## config.mk

```make
export PLATFORM = sky130hd
export DESIGN_NAME = uart_rx_pkt_ctrl
export DESIGN_NICKNAME = d
export VERILOG_FILES = /design/src/rtl/uart_rx_pkt_ctrl.sv
export SDC_FILE = /design/constraint.sdc
export NUM_CORES = 1
export LEC_CHECK = 0
export ABC_AREA = 1
export ABC_CLOCK_PERIOD_IN_PS = 4010
export CAP_MARGIN = 10
export CORE_ASPECT_RATIO = 2
export CORE_MARGIN = 1.5
export CORE_UTILIZATION = 35
export CTS_CLUSTER_SIZE = 16
export DETAILED_ROUTE_END_ITERATION = 16
export PLACE_DENSITY_LB_ADDON = 0.1
export SYNTH_ARGS = -nofsm -noshare
export SYNTH_HDL_FRONTEND = slang
export SYNTH_SLANG_ARGS = --single-unit
export TNS_END_PERCENT = 30
```

## constraint.sdc

```tcl
create_clock -name clk -period 4.01 [get_ports clk]
set_clock_uncertainty 0.2 [all_clocks]
set_input_delay 1.203 -clock clk [delete_from_list [all_inputs] [get_ports clk]]
set_output_delay 1.203 -clock clk [all_outputs]
set_load 0.01 [all_outputs]
```

## src/rtl/uart_rx_pkt_ctrl.sv

```systemverilog
// Frame parser behind the UART receiver: SOF, LEN, payload, checksum; buffered payload released on valid/ready.
// Optional UART_PKT_BREAK_ABORT_EN: a receiver break inside a frame aborts it with err_code 4.
//
// state     | meaning
// S_IDLE    | hunting for SOF_BYTE, other bytes dropped
// S_LEN     | expecting length byte
// S_PAYLOAD | collecting payload into buffer, summing
// S_CHK     | expecting checksum byte
// S_DRAIN   | streaming buffered payload out, receiver gated off
module uart_rx_pkt_ctrl #(
  parameter int         MAX_LEN        = 16,
  parameter logic [7:0] SOF_BYTE       = 8'hA5,
  parameter int         TIMEOUT_CYCLES = 100000,
  parameter int         TO_W           = 17
) (
  input  logic       clk,
  input  logic       resetn,
  input  logic       rx_valid_i,
  input  logic [7:0] rx_data_i,
  input  logic       rx_break_i,
  output logic       rx_en_o,
  output logic       out_valid_o,
  input  logic       out_ready_i,
  output logic [7:0] out_data_o,
  output logic       out_last_o,
  output logic       pkt_ok_o,
  output logic       pkt_err_o,
  output logic [2:0] err_code_o,
  output logic [7:0] pkt_len_o
);

  localparam int             IDX_W     = $clog2(MAX_LEN) + 1;
  localparam logic [7:0]     MAX_LEN_B = 8'(MAX_LEN);
  localparam logic [TO_W-1:0] TO_LOAD  = TO_W'(TIMEOUT_CYCLES - 1);

  typedef enum logic [2:0] {S_IDLE, S_LEN, S_PAYLOAD, S_CHK, S_DRAIN} state_t;

  state_t           state_q;
  logic [7:0]       len_q, sum_q, out_data_q, pkt_len_q;
  logic [IDX_W-1:0] wr_idx_q, rd_idx_q;
  logic [TO_W-1:0]  to_q;
  logic             out_valid_q, out_last_q, pkt_ok_q, pkt_err_q;
  logic [2:0]       err_code_q;
  logic [7:0]       buf_q [MAX_LEN];

  logic             in_frame, to_tc, len_ok, last_wr, brk_abort, err_d;
  logic [7:0]       sum_d;
  logic [2:0]       code_d;
  logic [IDX_W-1:0] rd_idx_d;

  assign in_frame = (state_q == S_LEN) || (state_q == S_PAYLOAD) || (state_q == S_CHK);
  assign to_tc    = (to_q == '0);
  assign len_ok   = (rx_data_i != 8'd0) && (rx_data_i <= MAX_LEN_B);
  assign sum_d    = sum_q + rx_data_i;
  assign last_wr  = (8'(wr_idx_q) == len_q - 8'd1);
  assign rd_idx_d = rd_idx_q + IDX_W'(1);

`ifdef UART_PKT_BREAK_ABORT_EN
  assign brk_abort = in_frame && rx_valid_i && rx_break_i;
`else
  logic unused_brk;
  assign unused_brk = rx_break_i;
  assign brk_abort  = 1'b0;
`endif

  // Break beats data; an arriving byte beats the timeout terminal count.
  always_comb begin
    err_d  = 1'b0;
    code_d = 3'd0;
    if (brk_abort) begin
      err_d  = 1'b1;
      code_d = 3'd4;
    end else if (in_frame && rx_valid_i) begin
      if (state_q == S_LEN && !len_ok) begin
        err_d  = 1'b1;
        code_d = 3'd1;
      end else if (state_q == S_CHK && sum_d != 8'h00) begin
        err_d  = 1'b1;
        code_d = 3'd2;
      end
    end else if (in_frame && to_tc) begin
      err_d  = 1'b1;
      code_d = 3'd3;
    end
  end

  always_ff @(posedge clk) begin
    if (state_q == S_PAYLOAD && rx_valid_i && !brk_abort)
      buf_q[wr_idx_q[IDX_W-2:0]] <= rx_data_i;
  end

  always_ff @(posedge clk) begin
    if (!resetn) begin
      state_q     <= S_IDLE;
      len_q       <= 8'd0;
      sum_q       <= 8'd0;
      wr_idx_q    <= '0;
      rd_idx_q    <= '0;
      to_q        <= TO_LOAD;
      out_valid_q <= 1'b0;
      out_data_q  <= 8'd0;
      out_last_q  <= 1'b0;
      pkt_ok_q    <= 1'b0;
      pkt_err_q   <= 1'b0;
      err_code_q  <= 3'd0;
      pkt_len_q   <= 8'd0;
    end else begin
      pkt_ok_q  <= 1'b0;
      pkt_err_q <= 1'b0;
      if (!in_frame || rx_valid_i)
        to_q <= TO_LOAD;
      else if (!to_tc)
        to_q <= to_q - TO_W'(1);

      if (err_d) begin
        state_q    <= S_IDLE;
        pkt_err_q  <= 1'b1;
        err_code_q <= code_d;
      end else begin
        case (state_q)
          S_IDLE:
            if (rx_valid_i && rx_data_i == SOF_BYTE) state_q <= S_LEN;
          S_LEN:
            if (rx_valid_i) begin
              len_q    <= rx_data_i;
              sum_q    <= rx_data_i;
              wr_idx_q <= '0;
              state_q  <= S_PAYLOAD;
            end
          S_PAYLOAD:
            if (rx_valid_i) begin
              sum_q    <= sum_d;
              wr_idx_q <= wr_idx_q + IDX_W'(1);
              if (last_wr) state_q <= S_CHK;
            end
          S_CHK:
            if (rx_valid_i) begin
              state_q     <= S_DRAIN;
              pkt_ok_q    <= 1'b1;
              pkt_len_q   <= len_q;
              out_valid_q <= 1'b1;
              out_data_q  <= buf_q[0];
              out_last_q  <= (len_q == 8'd1);
              rd_idx_q    <= '0;
            end
          S_DRAIN:
            if (out_ready_i) begin
              if (out_last_q) begin
                state_q     <= S_IDLE;
                out_valid_q <= 1'b0;
                out_data_q  <= 8'd0;
                out_last_q  <= 1'b0;
              end else begin
                rd_idx_q   <= rd_idx_d;
                out_data_q <= buf_q[rd_idx_d[IDX_W-2:0]];
                out_last_q <= (8'(rd_idx_d) == len_q - 8'd1);
              end
            end
          default: state_q <= S_IDLE;
        endcase
      end
    end
  end

  assign rx_en_o     = (state_q != S_DRAIN);
  assign out_valid_o = out_valid_q;
  assign out_data_o  = out_data_q;
  assign out_last_o  = out_last_q;
  assign pkt_ok_o    = pkt_ok_q;
  assign pkt_err_o   = pkt_err_q;
  assign err_code_o  = err_code_q;
  assign pkt_len_o   = pkt_len_q;

endmodule
```

==> results_dict.tcl <==
set metrics [dict create \
    syn-instance-count 1034 \
    nNetsFinal 1134 \
    worst_pin_slew_ns 0.726 \
    vias 7120 \
    antenna_cells 0 \
    seqCellArea_um2 5210 \
    max_freq_ghz 0.283 \
    cts_tree "done" \
    grt_overflow 0 \
    fill_cells 2580 \
    setup_viol 0 \
    synth-simple-area-share 0.224 \
    ys_seq_area_frac 0.562 \
    leakage_nw 4.23 \
    final_cell_mix "nor2_1 (209), nand2_1 (177), edfxtp_1 (128)" \
    syn_area_per_cell_um2 8.96 \
    gr-usage-all-layers 0.199 \
    yosys.area.top_type "edfxtp_1" \
    syn-num-nets 1063 \
    clk_path_buf_depth 2 \
    yosys_register_bits 196 \
    drv_cap 0 \
    switching_share 0.316 \
    place.gp.congestion 0.827 \
    crit_start "rx_data_i[0]" \
    critPathKind "in -> reg" \
    ios 37 \
    path_clk_slew_ns 0.07 \
    p_sw_mw 1.71 \
    endpoint "rd_idx_q[0]" \
    h-tree-depth 4 \
    vdd.ir_drop.worst_v 0.000289 \
    synth_top_family_by_area "simple AND/OR/NAND/NOR gates" \
    mostFrequentLayoutCell "nor2_1" \
    critPathLaunchType "primary input" \
    initial_core_util 0.354 \
    grt_max_degree 64 \
    totalWireLength_um 26200 \
    drt-initial-drc-count 320 \
    synth-xor-area-share 0.0205 \
    dp.cells 1430 \
    yosysUniqueCellTypes 48 \
    portBuffers 34 \
    ctsHoldBuffers 0 \
    fin_crit_ns 3.54 \
    relSlewSlack 0.516 \
    dpl-instance-area_um2 10300 \
    synth_top_flop_cell "edfxtp_1" \
    timing_hold_violations_final 0 \
    seq_power_share 0.430 \
    r2r-start "rd_idx_q[0]" \
    grt_pass1_vias 7096 \
    post-route-period-util 0.882 \
    viasPerCell 4.87 \
    multiInputGateArea_um2 3480 \
    reg2reg_to "out_data_o[1]" \
    rr_worst_depth 10 \
    hold_class "reg -> reg" \
    muxShareOfSynthArea 0 \
    power_density_nw_per_um2 497 \
    crit_required_ns 4.19 \
    async_flop_share 0 \
    grt_first_pass_wirelength_um 40800 \
    outcome "complete, no violations" \
    die_area_um2 27500 \
    power.internal_mw 3.71 \
    detail_route.wl_per_cell_um 17.9 \
    syn_area_um2 9270 \
    cts.sinks 196 \
    antenna_found_initial 0 \
    endpoint_kind "flop" \
    cts_made_buffers 17 \
    synth-warning-count 0 \
    die_y_um 233 \
    areaGrowthSynthToFinish_pct 17.7 \
    fin_util 0.417 \
    setup_tns_ns 0 \
    die_x_um 118 \
    clk-insertion-delay-late_ns 0.45 \
    core.rowCount 84 \
    final_area_um2 10900 \
    crit_arrival_ns 3.72 \
    synth-edff-count 128 \
    drv_slew 0 \
    grt_setup_unrepaired "false" \
    post_cts_buffers 0 \
    place.detailed.hpwl_um 18900 \
    rrSetupSlack_ns 1.07 \
    final_cells 1462 \
    synthAdderAreaFrac 0.0224 \
    core-area_um2 26200 \
    drtAntennaViolNets 0 \
    total_power_mw 5.42 \
    cts-root-buf "clkbuf_16" \
    drive_above_1_share 0.109 \
    cts_resized 0 \
    yosys-top-cells-area "edfxtp_1 (41%), dfxtp_1 (15%), nor2_1 (8.5%)" \
    drcViolationCount 0 \
    combPwrFrac 0.237 \
    synth.top_cell.area_share 0.415 \
    path_max_fanout 8 \
    first_pass_iters 4 \
    clockPowerShare 0.333 \
    synth_compound_area_frac 0.109 \
]
-- metrics by stage --
step                hold slack, ns  setup WS (ns)
floorplan                    0.252          0.746
global placement             0.256        0.00995
detailed placement           0.258        -0.0161
CTS                          0.272          0.452
global route                 0.292          0.263
finish                       0.267          0.472
-- power by group through the flow --
stage	combinational [mW]	sequential, mW	clock, mW
after global placement	1.29	2.38	0
after detailed placement	1.30	2.38	0
after floorplan	0.844	2.36	0
final	1.29	2.33	1.80
after CTS	1.31	2.33	1.85
after global routing	1.46	2.34	1.92
-- final cells by class --
class / instances / area share
sequential: 196 / 0.477
multi-input combinational: 697 / 0.319
timing repair buffer: 89 / 0.0713
tap: 344 / 0.0395
clock buffer: 17 / 0.0390
inverter: 104 / 0.0360
clock inverter: 15 / 0.0177
-- cell families after synthesis --
kind of cell               Yosys count
and+or+nand+nor                    479
adders and majority gates           16
AOI/OAI and AO/OA                  181
other                                1
buffers and inverters              141
DFF                                196
xor gates and xnor gates            20
-- state kept, by name, indices dropped and copies added (netlist names) --
register and count:
len_q 8, pkt_ok_o 1, to_q 17, pkt_err_o 1, state_q 3, sum_q 8, buf_q 128, out_last_o 1
pkt_len_o 8, out_data_o 8, err_code_o 2, out_valid_o 1, wr_idx_q 5, rd_idx_q 5
-- per-layer routing --
metal / track usage / vias up / wire length [um]
li1: - / 3607 / -
met1: 0.201 / 3398 / 9720
met2: 0.393 / 86 / 15400
met3: 0.0254 / 29 / 434
met4: 0.0983 / 0 / 711
met5: 0 / - / 0
-- critical path, cell delays in order --
cell             delay (ns)
clkdlybuf4s50_1        0.43
ha_1                   0.24
fa_1                   0.44
xor2_1                 0.21
nor2_1                 0.10
nand3_1                0.09
nor2_1                 0.16
nand2_2                0.14
nand2_8                0.14
buf_4                  0.14
nand3_2                0.15
nand2_1                0.12
nand2_1                0.05
nor2_1                 0.11
-- cell usage after synthesis (15+ instances only) --
master and count:
o21ai_0 88, clkbuf_1 23, o21ai_1 15, a21oi_1 33, ha_1 15, dfxtp_1 68, nand2_1 177, inv_1 96
edfxtp_1 128, nand3_1 39, nor2_1 209, o211ai_1 17
-- worst min path at each step --
stage	to	start	depth (start not counted)
after floorplan	len_q[5]	len_q[5]	2
after global placement	err_code_o[0]	err_code_o[0]	2
after detailed placement	err_code_o[0]	err_code_o[0]	2
after CTS	out_valid_o	out_valid_o	2
after global routing	err_code_o[0]	err_code_o[0]	2
final	err_code_o[0]	err_code_o[0]	2
(Power assumes the default switching activity.)
